===== src/rtl/alu_arbiter.sv =====
// ============================================================================
// alu_arbiter
// ----------------------------------------------------------------------------
// Shares one combinational 64-bit ALU between two requesters (for example the
// integer pipe and the multi-word sequencer).
//
//   * Round-robin arbitration over a valid/ready request handshake.
//   * A single issue register feeds the ALU, so one operation is in flight at
//     a time. The issue register refills on the same edge that it drains,
//     which gives a throughput of one operation per cycle.
//   * Each requester has its own registered response port. The response
//     strobe is one cycle wide; the data, carry and error outputs hold their
//     values between strobes.
//   * Each requester owns a private carry flag. This lets add/sub-with-carry
//     chains from both requesters interleave safely.
//
// Ports
//   clk, reset                      clock and synchronous active-high reset
//   reqN_valid / reqN_ready         request handshake (N = 0, 1)
//   reqN_in_a, reqN_in_b            operands
//   reqN_operand                    ALU opcode
//   rspN_valid                      one-cycle response strobe
//   rspN_out, rspN_carry, rspN_err  result, carry flag after the op, and an
//                                   illegal-opcode flag
//   alu_in_a, alu_in_b, alu_operand operands and opcode driven to the ALU
//   alu_carry_in                    requester carry, used by ADC/SBC only
//   alu_out, alu_carry_out          combinational ALU result and carry
//
// Opcodes
//   0 A     1 B     2 ADD   3 SUB   4 ADC   5 SBC
//   6 NOT A 7 AND   8 OR    9 XOR
//   10..31 are illegal.
// ============================================================================
module alu_arbiter #(
    parameter int DATA_W = 64,
    parameter int OP_W   = 5
) (
    input  logic              clk,
    input  logic              reset,

    input  logic              req0_valid,
    output logic              req0_ready,
    input  logic [DATA_W-1:0] req0_in_a,
    input  logic [DATA_W-1:0] req0_in_b,
    input  logic [OP_W-1:0]   req0_operand,

    input  logic              req1_valid,
    output logic              req1_ready,
    input  logic [DATA_W-1:0] req1_in_a,
    input  logic [DATA_W-1:0] req1_in_b,
    input  logic [OP_W-1:0]   req1_operand,

    output logic              rsp0_valid,
    output logic [DATA_W-1:0] rsp0_out,
    output logic              rsp0_carry,
    output logic              rsp0_err,

    output logic              rsp1_valid,
    output logic [DATA_W-1:0] rsp1_out,
    output logic              rsp1_carry,
    output logic              rsp1_err,

    output logic [DATA_W-1:0] alu_in_a,
    output logic [DATA_W-1:0] alu_in_b,
    output logic [OP_W-1:0]   alu_operand,
    output logic              alu_carry_in,
    input  logic [DATA_W-1:0] alu_out,
    input  logic              alu_carry_out
);

    // ------------------------------------------------------------------------
    // Opcode encodings used for classification
    // ------------------------------------------------------------------------
    localparam logic [OP_W-1:0] OP_ADD      = OP_W'(2);
    localparam logic [OP_W-1:0] OP_ADC      = OP_W'(4);
    localparam logic [OP_W-1:0] OP_SBC      = OP_W'(5);
    localparam logic [OP_W-1:0] OP_LAST_LEG = OP_W'(9);

    // ------------------------------------------------------------------------
    // Requester inputs gathered into index-addressable form
    // ------------------------------------------------------------------------
    logic [1:0]        req_valid;
    logic [DATA_W-1:0] req_a  [2];
    logic [DATA_W-1:0] req_b  [2];
    logic [OP_W-1:0]   req_op [2];

    assign req_valid = {req1_valid, req0_valid};
    assign req_a[0]  = req0_in_a;
    assign req_a[1]  = req1_in_a;
    assign req_b[0]  = req0_in_b;
    assign req_b[1]  = req1_in_b;
    assign req_op[0] = req0_operand;
    assign req_op[1] = req1_operand;

    // ------------------------------------------------------------------------
    // State
    // ------------------------------------------------------------------------
    logic              prio_reg;           // requester that wins a tie
    logic              prio_next;

    logic              issue_valid_reg;
    logic [DATA_W-1:0] issue_a_reg;
    logic [DATA_W-1:0] issue_b_reg;
    logic [OP_W-1:0]   issue_op_reg;
    logic              issue_id_reg;

    logic [1:0]        carry_reg;          // private carry flag per requester

    logic [1:0]        rsp_valid_reg;
    logic [DATA_W-1:0] rsp_out_reg   [2];
    logic [1:0]        rsp_carry_reg;
    logic [1:0]        rsp_err_reg;

    // ------------------------------------------------------------------------
    // Arbitration
    // ------------------------------------------------------------------------
    // Grants depend only on the valids and the priority pointer; they never
    // depend on ready, so there is no combinational loop through a requester.
    // Reset masks both grants, so a request held during reset is not accepted
    // on the edge where reset is sampled.
    logic [1:0] grant;
    logic       accept;
    logic       grant_id;

    always_comb begin
        grant = 2'b00;
        if (!reset) begin
            if (req_valid == 2'b11) begin
                grant[prio_reg] = 1'b1;
            end else begin
                grant = req_valid;
            end
        end
    end

    assign accept   = |grant;
    assign grant_id = grant[1];

    assign req0_ready = grant[0];
    assign req1_ready = grant[1];

    // After each accept, priority passes to the requester that was not served.
    always_comb begin
        prio_next = prio_reg;
        if (accept) begin
            prio_next = ~grant_id;
        end
    end

    always_ff @(posedge clk) begin
        if (reset) begin
            prio_reg <= 1'b0;
        end else begin
            prio_reg <= prio_next;
        end
    end

    // ------------------------------------------------------------------------
    // Issue register
    // ------------------------------------------------------------------------
    // The register drains and refills on the same edge. issue_valid follows
    // accept directly, so a cycle without an accept leaves the ALU idle.
    always_ff @(posedge clk) begin
        if (reset) begin
            issue_valid_reg <= 1'b0;
            issue_a_reg     <= '0;
            issue_b_reg     <= '0;
            issue_op_reg    <= '0;
            issue_id_reg    <= 1'b0;
        end else begin
            issue_valid_reg <= accept;
            if (accept) begin
                issue_a_reg  <= req_a[grant_id];
                issue_b_reg  <= req_b[grant_id];
                issue_op_reg <= req_op[grant_id];
                issue_id_reg <= grant_id;
            end
        end
    end

    // ------------------------------------------------------------------------
    // Opcode classification for the operation in flight
    // ------------------------------------------------------------------------
    logic op_legal;
    logic op_writes_carry;   // ADD, SUB, ADC and SBC update the carry flag
    logic op_reads_carry;    // only ADC and SBC consume carry-in

    assign op_legal        = (issue_op_reg <= OP_LAST_LEG);
    assign op_writes_carry = (issue_op_reg >= OP_ADD) && (issue_op_reg <= OP_SBC);
    assign op_reads_carry  = (issue_op_reg == OP_ADC) || (issue_op_reg == OP_SBC);

    // ------------------------------------------------------------------------
    // ALU drive
    // ------------------------------------------------------------------------
    // The ALU inputs are forced to zero when idle. This keeps the ALU quiet
    // and gives a deterministic value on the bus.
    always_comb begin
        alu_in_a     = '0;
        alu_in_b     = '0;
        alu_operand  = '0;
        alu_carry_in = 1'b0;
        if (issue_valid_reg) begin
            alu_in_a     = issue_a_reg;
            alu_in_b     = issue_b_reg;
            alu_operand  = issue_op_reg;
            alu_carry_in = op_reads_carry ? carry_reg[issue_id_reg] : 1'b0;
        end
    end

    // ------------------------------------------------------------------------
    // Per-requester carry flags and response registers
    // ------------------------------------------------------------------------
    // A carry written at the end of one issue cycle is already in carry_reg
    // when the next issue cycle begins. Back-to-back ADC operations from the
    // same requester therefore chain without any forwarding path.
    for (genvar gi = 0; gi < 2; gi++) begin : g_req
        logic done;   // this requester's operation completes at this edge

        assign done = issue_valid_reg && (issue_id_reg == 1'(gi));

        always_ff @(posedge clk) begin
            if (reset) begin
                carry_reg[gi] <= 1'b0;
            end else if (done && op_legal && op_writes_carry) begin
                carry_reg[gi] <= alu_carry_out;
            end
        end

        always_ff @(posedge clk) begin
            if (reset) begin
                rsp_valid_reg[gi] <= 1'b0;
                rsp_out_reg[gi]   <= '0;
                rsp_carry_reg[gi] <= 1'b0;
                rsp_err_reg[gi]   <= 1'b0;
            end else begin
                rsp_valid_reg[gi] <= done;
                if (done) begin
                    if (!op_legal) begin
                        // Illegal opcode: report an error and leave carry alone.
                        rsp_out_reg[gi]   <= '0;
                        rsp_carry_reg[gi] <= carry_reg[gi];
                        rsp_err_reg[gi]   <= 1'b1;
                    end else begin
                        rsp_out_reg[gi]   <= alu_out;
                        rsp_carry_reg[gi] <= op_writes_carry ? alu_carry_out
                                                             : carry_reg[gi];
                        rsp_err_reg[gi]   <= 1'b0;
                    end
                end
            end
        end
    end

    // ------------------------------------------------------------------------
    // Response ports
    // ------------------------------------------------------------------------
    assign rsp0_valid = rsp_valid_reg[0];
    assign rsp0_out   = rsp_out_reg[0];
    assign rsp0_carry = rsp_carry_reg[0];
    assign rsp0_err   = rsp_err_reg[0];

    assign rsp1_valid = rsp_valid_reg[1];
    assign rsp1_out   = rsp_out_reg[1];
    assign rsp1_carry = rsp_carry_reg[1];
    assign rsp1_err   = rsp_err_reg[1];

endmodule


===== config.mk =====
export PLATFORM = sky130hd
export DESIGN_NAME = alu_arbiter
export DESIGN_NICKNAME = d
export VERILOG_FILES = /design/src/rtl/alu_arbiter.sv
export SDC_FILE = /design/constraint.sdc
export NUM_CORES = 1
export LEC_CHECK = 0
export ABC_AREA = 1
export BUFFER_PORTS_ARGS = -buffer_cell sky130_fd_sc_hd__buf_2
export CAP_MARGIN = 0
export CORE_AREA = 2 2 233 235
export CTS_CLUSTER_SIZE = 14
export DETAILED_ROUTE_END_ITERATION = 8
export DIE_AREA = 0 0 235 237
export PLACE_DENSITY = 0.52
export SLEW_MARGIN = 20
export SYNTH_ARGS = -nofsm -noshare
export SYNTH_HDL_FRONTEND = slang
export SYNTH_SLANG_ARGS = --single-unit

===== constraint.sdc =====
create_clock -name clk -period 2.9 [get_ports clk]
set_input_delay 0.29 -clock clk [delete_from_list [all_inputs] [get_ports clk]]
set_output_delay 0.29 -clock clk [all_outputs]
set_load 0.01 [all_outputs]

-- Yosys cells after proc, flatten, opt, wreduce, memory -nomap -nowiden
Memories as Yosys holds them, arrays and structs flattened.
Cells that the tools add are included.
- bits in registers: 144
- RAM bits: 128
- output and inout bits: 270
- memories: 1
- magnitude comparators: 7
- equal/unequal tests: 3
- mux-type cells: 44
- bitwise gates (word level): 7
- reductions and logical operators: 10
- memory list (name ; depth ; width ; rd ports ; clocked after memory_dff ; write ports ; RTL line ; text):
    rsp_out_reg ; 2 ; 64 ; 2 ; 0 ; 2 ; 110 ; logic [DATA_W-1:0] rsp_out_reg [2];
- operators by type and width (cell ; count):
    $mux W64 ; 12
    $mux W1 ; 25
    $mux W5 ; 4
    $eq A5 B3 Y1 const B ; 2
    $logic_and A1 B1 Y1 ; 8
    $ge A5 B2 Y1 const B ; 1
    $le A5 B3 Y1 const B ; 1
    $le A5 B4 Y1 const B ; 1
    $lt A1 B2 Y1 const B ; 2
    $mux W2 ; 2
    $or A1 B1 Y1 ; 4
    $eq A2 B2 Y1 const B ; 1
    $ge A2 B2 Y1 const B ; 1
    $not A1 Y1 ; 2
    $not A1 Y2 ; 1
    $reduce_or A2 Y1 ; 1
    $demux W1 S1 ; 1
    $ge A1 B1 Y1 const B ; 1
    $logic_or A1 B1 Y1 ; 1

-- Logic depth before layout (Yosys ltp)
Gate-level depths: netlist of the first run.
- depth after elaboration: 10
- depth in mapped cells: 10
- gate-level depth less buffers: 8

-- Least setup slack after synthesis of the first run
No wires, ideal clock.
- path kind: register -> register
- start point: register issue_valid_reg
- end point: memory rsp_out_reg[0][0] (enable)
- library setup time: 0.424 ns
- arrival: 2.086 ns
- required time: 2.476 ns
- setup slack: 0.390 ns
- cell stages (with the launch flop): 6
- clock period less this slack: 2.510 ns
- cell sequence: dfxtp_1 > buf_2 > inv_2 > nor2_1 > inv_1 > nand2_1
- RTL lines (what ; RTL line ; text):
    from (decl) ; 101 ; logic issue_valid_reg;
    from (signal assigned) ; 171 ; issue_valid_reg <= accept;
    to (decl) ; 110 ;

-- Worst setup path after layout of the first run
- start point: register prio_reg
- end point: output req1_ready
- cells in the longest elaborated chain, start to end: 6
- elaborated cells between the ends (all ways): 7
- those cells by class: 2 x order compare; 4 x mux; 1 x reduce/logical
- ends and longest elaborated chain (what ; RTL line ; text):
    from (decl) ; 98 ; logic prio_reg;
    from (signal assigned) ; 154 ; prio_reg <= prio_next;
    $lt A1 B2 Y1 (not written as such) or $ge A1 B1 Y1 (tied branches) ; 129 ; grant[prio_reg] = 1'b1;
    $logic_and A1 B1 Y1 (not written as such) ; 129 ;
    $mux W1 (not written as such) ; 129 ;
    $demux W1 S1 (*) ; 129 ;
    $mux W2 (*) ; 128 ; if (req_valid == 2'b11) begin
    $mux W2 (*) ; 127 ; if (!reset) begin
    to (decl) ; 48 ; output logic req1_ready,
Mark *: on every way between the ends. The rest lies on a longest branch, timed or not.

==> results.md, run 1 <==
- Die W: 235 µm
- Seq/Total Area, Yosys: 53.9%
- Total GRT Usage: 15.3%
- Share of cells above drive strength 1: 31.7%
- HP Class: input pin to flop
- Fin. Hold Viols: 0
- Die area: 55700 µm²
- Number of port buffers: 604
- Post-route insts no fill: 3025
- Fin util: 34.1%
- Slowest-stage cell, CP: dfxtp_1
- Max Slew Vio Count: 0
- Initial antenna violation count: 7
- I/O pin cnt: 605
- Startpoint types: flop
- First-pass GRT wire length: 68600 µm
- Worst-margin pin slew: 1.09 ns
- H-tree levels: 1
- Wire per inst: 14.9 µm
- Num rows: 85
- Starting DRC count in detailed routing: 588
- Post-Synthesis Cell Area: 12500 µm²
- Clock Power Share: 40.2%
- Simple-Gate Fraction of Synth Area: 26.4%
- # setup viols final: 0
- Period Utilization, post-route: 91.2%
- CTS tree: yes
- Syn_nets: 1982
- Largest stage delay on the critical path: 0.38 ns
- Max Cap Viol: 0
- Largest family of logic cells by synthesized area: simple AND/OR/NAND/NOR gates
- Hpwl dp: 32200 µm
- Power Total: 9880 µW
- Max reg flops: 128
- Share of Yosys cell area claimed by the top area cell type: 30.8%
- Setup_tns: 0 ns
- Pwr/cell area: 544 nW/µm²
- DRC: 0
- Comb power frac: 15.0%
- Starting Density: 23.4%
- R2R Setup Slk: 0.39 ns
- CTS Buf Count: 31
- Setup WS post-layout: 0.255 ns
- Gr busiest metal: met2
- Antenna Nets Post-Route: 0
- Mean Syn Cell Area: 7.58 µm²
- Die height: 237 µm
- Synth Area in XOR/XNOR: 0%
- TritonCTS Sinks: 272
- Adder-Cell Fraction of Synth Area: 0%
- Arrival time worst endpoint: 2.35 ns
- Met2 GRT Util: 25.4%
- GPL Wtd Cong: 0.862
- Vias per std cell: 4.28
- Largest area contributor in the netlist: edfxtp_1
- Met1 GRT Util: 19.3%
- Run status: finished, final reports clean
- Post-synth cell types: 21
- Crit-path cells: inv_2 > nand2_4 > nand3_4 > inv_6 > buf_12 > buf_2
- WP data required: 2.61 ns
- Placed insts: 2861
- Worst VDD drop: 0.432 mV
- Switch share: 26.8%
- Share of total power in sequential cells: 44.8%
- Largest net degree at the start of global routing: 133
- NumNets Final: 2635
- Longest Clk Path Bufs: 3
- Drt pass-1 iters: 5
- Top post-synthesis cells by area: edfxtp_1, dfxtp_1, nand2_1
- Worst-Skew Late Latency: 0.59 ns
- F_max: 378 MHz
- Postcts setup bufs: 0
- Synth Area in Compound Gates: 5.92%
- Core outline area: 53300 µm²
- Vias in the first global route: 12.5k
- Nature of the critical path endpoint: output port
- CP Max Fanout: 60
- WL final: 45100 µm
- Post-synthesis mux area share: 0%
- Max Clock Skew: 0.0183 ns
- Yosys warning count: 0
- Number of synthesized register bits: 272
- Fillers: 5739
- GRT overflow: 0
- Most frequent cells in the layout: buf_2, nand2_1, inv_1
- Area delta synth->final: 45.3%
- Period minus WS final: 2.64 ns
- Crit path kind: flop to output port
- LEAKAGE: 0.0100 µW
- Place WS: 0.634 ns
- CTS clock-pin slew for the worst setup and hold paths: 0.06 ns
- RSZ-0062 raised after global routing: no
- Pint: 7230 µW
- CTS Root Cell: clkbuf_16
- Worst slew margin relative to its limit: 27.0%
- Most common cell after layout, fill and taps aside: buf_2
- Met3 Use GR: 3.74%
- Switch Pwr: 2650 µW
- Synth Instances: 1647
- Via count: 12.9k
## worst max-delay path, delay by kind of cell, from the launching register on
| family | cells | cell delay [ns] |
|---|---|---|
| buffers and inverters | 4 | 0.92 |
| flip-flops | 1 | 0.38 |
| AND/OR/NAND/NOR | 2 | 0.42 |
## logic make-up after synthesis
logic type,after synthesis
buffers and inverters,421
AOI/OAI and AO/OA,140
and+or+nand+nor,814
DFF,272
## power groups by stage
stage	combinational [µW]	sequential, µW	clock [µW]
2_1_floorplan	660	4550	0
3_3_place_gp	1370	4500	0
3_5_place_dp	1380	4500	0
4_1_cts	1500	4420	4120
5_1_grt	1640	4450	4290
6_report	1490	4420	3970
## metal layers
metal  wire length (µm)  up-vias
met1              19000     5939
met3               3540       85
li1                   -     6340
met4               1390        8
met5                 53        -
met2              21100      576
## synthesized netlist by cell type
library cell,number
a21oi_1,108
a21oi_2,1
a31oi_1,24
buf_1,5
buf_2,44
buf_4,10
buf_6,7
clkbuf_1,36
dfxtp_1,144
edfxtp_1,128
inv_1,259
inv_2,60
nand2_1,502
nand2_2,2
nand2_4,1
nand3_1,163
nand3_4,2
nor2_1,144
o211ai_1,1
o21ai_0,5
o21bai_1,1
## what timing repair did
action	in CTS	in global routing
gates resized for setup	0	1
hold buffers	102	0
endpoints found under the hold margin	82	0
endpoints found under the setup margin	0	1
## area by class of cell
| type | count | area, µm² | share of cell area [%] |
|---|---|---|---|
| Multi-Input combinational cell | 954 | 4050 | 22.3 |
| Sequential cell | 272 | 6730 | 37.1 |
| Clock buffer | 35 | 791 | 4.36 |
| Timing Repair Buffer | 722 | 4250 | 23.4 |
| Tap cell | 696 | 871 | 4.80 |
| Antenna cell | 5 | 12.5 | 0.0690 |
| Clock inverter | 22 | 233 | 1.28 |
| Inverter | 319 | 1200 | 6.64 |
## per-stage QoR
stage | hold WS, ns | area (µm²)
after floorplan | 0.442 | 12500
after global placement | 0.460 | 16100
after detailed placement | 0.469 | 16100
after CTS | 0.000587 | 18100
after global routing | 0.00846 | 18100
final | 0.0315 | 18100
## worst paths after layout
path | start | depth (start not counted) | end
hold / removal | alu_out[1] | 3 | rsp_out_reg[0][1]
setup / recovery | prio_reg | 6 | req1_ready
setup reg to reg | prio_reg | 10 | issue_b_reg[63]
hold reg to reg | rsp1_carry | 2 | rsp1_carry
(Power assumes the default switching activity.)
==> inputs of run 2 (changes only) <==
--- a/config.mk
+++ b/config.mk
@@ -8,11 +8,13 @@
 export ABC_AREA = 1
 export BUFFER_PORTS_ARGS = -buffer_cell sky130_fd_sc_hd__buf_2
 export CAP_MARGIN = 0
+export CELL_PAD_IN_SITES_DETAIL_PLACEMENT = 0
+export CELL_PAD_IN_SITES_GLOBAL_PLACEMENT = 1
 export CORE_AREA = 2 2 233 235
 export CTS_CLUSTER_SIZE = 14
 export DETAILED_ROUTE_END_ITERATION = 8
 export DIE_AREA = 0 0 235 237
-export PLACE_DENSITY = 0.52
+export PLACE_DENSITY = 0.68
 export SLEW_MARGIN = 20
 export SYNTH_ARGS = -nofsm -noshare
 export SYNTH_HDL_FRONTEND = slang
==> results.md, run 2 (synthesized netlist as in run 1, its figures left out) <==
- Placed insts: 2863 (was 2861)
- Vias per std cell: 4.23 (was 4.28)
- Fillers: 5818 (was 5739)
- Setup_tns: 0 ns (unchanged)
- CTS clock-pin slew for the worst setup and hold paths: 0.06 ns (about the same)
- Post-DP Area: 16100 µm² (about the same)
- Startpoint types: flop (unchanged)
- First-pass GRT wire length: 68000 µm (was 68600 µm)
- GPL Wtd Cong: 0.842 (was 0.862)
- Worst-margin pin slew: 0.879 ns (was 1.09 ns)
- Die W: 235 µm (unchanged)
- Number of port buffers: 604 (unchanged)
- Antenna Nets Post-Route: 0 (unchanged)
- NumNets Final: 2571 (was 2635)
- CTS Root Cell: clkbuf_16 (unchanged)
- TritonCTS Sinks: 272 (unchanged)
- Largest net degree at the start of global routing: 133 (unchanged)
- Most common cell after layout, fill and taps aside: buf_2 (unchanged)
- Max reg flops: 128 (unchanged)
- Postcts setup bufs: 0 (unchanged)
- Period Utilization, post-route: 91.6% (was 91.2%)
- Core outline area: 53300 µm² (unchanged)
- Max Slew Vio Count: 0 (unchanged)
- Fin. Hold Viols: 0 (unchanged)
- Die height: 237 µm (unchanged)
- Setup WS post-layout: 0.244 ns (was 0.255 ns)
- Drt pass-1 iters: 4 (was 5)
- Worst slew margin relative to its limit: 41.4% (was 27.0%)
- Hpwl dp: 33500 µm (was 32200 µm)
- I/O pin cnt: 605 (unchanged)
- CP startpoint: prio_reg (unchanged)
- HP Class: input pin to flop (unchanged)
- Num rows: 85 (unchanged)
- Post-route insts no fill: 2958 (was 3025)
- WP data required: 3.40 ns (was 2.61 ns)
- Arrival time worst endpoint: 3.16 ns (was 2.35 ns)
- Wire per inst: 15.1 µm (was 14.9 µm)
- Most frequent cells in the layout: buf_2, nand2_1, inv_1 (unchanged)
- Power Total: 9850 µW (was 9880 µW)
- Crit path kind: flop to flop (was flop to output port)
- LEAKAGE: 0.00971 µW (was 0.0100 µW)
- Max Clock Skew: 0.0105 ns (was 0.0183 ns)
- Total GRT Usage: 15.3% (about the same)
- RSZ-0062 raised after global routing: no (unchanged)
- Die area: 55700 µm² (unchanged)
- Hold path start: req0_in_a[28] (was alu_out[1])
- WL final: 44800 µm (was 45100 µm)
- DRC: 0 (unchanged)
- # setup viols final: 0 (unchanged)
- Place WS: 0.427 ns (was 0.634 ns)
- CTS tree: yes (unchanged)
- Nature of the critical path endpoint: flop (was output port)
- Run status: finished, final reports clean (unchanged)
- Pwr/cell area: 562 nW/µm² (was 544 nW/µm²)
- DR top layer: met5 (unchanged)
- Initial antenna violation count: 15 (was 7)
- CTS Buf Count: 30 (was 31)
- Vias in the first global route: 12.3k (was 12.5k)
- CP Max Fanout: 82 (was 60)
- Share of cells above drive strength 1: 32.6% (was 31.7%)
- Starting DRC count in detailed routing: 506 (was 588)
- Met1 wire length: 18200 µm (was 19000 µm)
- Longest Clk Path Bufs: 3 (unchanged)
- Starting Density: 23.4% (unchanged)
- Period minus WS final: 2.66 ns (was 2.64 ns)
- Routed length on met2: 21300 µm (was 21100 µm)
- Cell area after layout: 17500 µm² (was 18100 µm²)
- GRT overflow: 0 (unchanged)
- Area delta synth->final: 40.3% (was 45.3%)
- Via count: 12.5k (was 12.9k)
- Worst VDD drop: 0.368 mV (was 0.432 mV)
- Met3 routed WL: 3800 µm (was 3540 µm)
- H-tree levels: 1 (unchanged)
- Worst-Skew Late Latency: 0.56 ns (was 0.59 ns)
- Reg2reg start: prio_reg (unchanged)
- Max Cap Viol: 0 (unchanged)
- F_max: 376 MHz (was 378 MHz)
==> run 2: metal layers <==
layer	global-route usage, %	vias up
li1	-	6208
met1	18.6	5691
met2	26.1	501
met3	4.30	89
met4	4.97	16
met5	0	-
==> run 2: where the power goes <==
group          total, µW  switching [µW]  internal [µW]
combinational       1390             844            550
clock               4030            1580           2460
sequential          4420             117           4300
==> run 2: metrics by stage <==
| stage | hold WS, ns | utilization, % |
|---|---|---|
| 2_1_floorplan | 0.442 | - |
| 3_3_place_gp | 0.468 | 30.2 |
| 3_5_place_dp | 0.475 | 30.2 |
| 4_1_cts | 0.00144 | 32.9 |
| 5_1_grt | 0.00771 | 32.9 |
| 6_report | 0.0224 | 32.9 |
==> run 2: final timing paths <==
check | endpoint | cells past startpoint | slack (ns)
max | issue_a_reg[13] | 7 | 0.24
min | issue_a_reg[28] | 3 | 0.02
max reg2reg | issue_a_reg[13] | 7 | 0.24
min reg2reg | carry_reg[0] | 2 | 0.48
==> run 2: area by class of cell <==
type                    count  area (µm²)  area share [%]
repair buffers            659        3630            20.7
clock buffers              34         787            4.49
multi-input cells         954        4050            23.1
inverters                 319        1200            6.85
diodes                      4        10.0          0.0571
flip-flops and latches    272        6730            38.4
clock inverters            20         245            1.40
well taps                 696         871            4.97
==> run 2: repair_timing <==
| action | 4_1_cts | 5_1_grt |
|---|---|---|
| resized for setup | 0 | 1 |
| endpoints found under the hold margin | 24 | 0 |
| hold buffers | 37 | 0 |
| endpoints found under the setup margin | 0 | 5 |
==> run 2: critical path: stages, from the launching register on <==
cell and delay, ns:
dfxtp_1 0.37, nand2_2 0.09, nand3_4 0.08, buf_4 0.50, buf_6 0.57, nand3_1 0.15
a31oi_1 0.17, dlygate4sd3_1 0.58
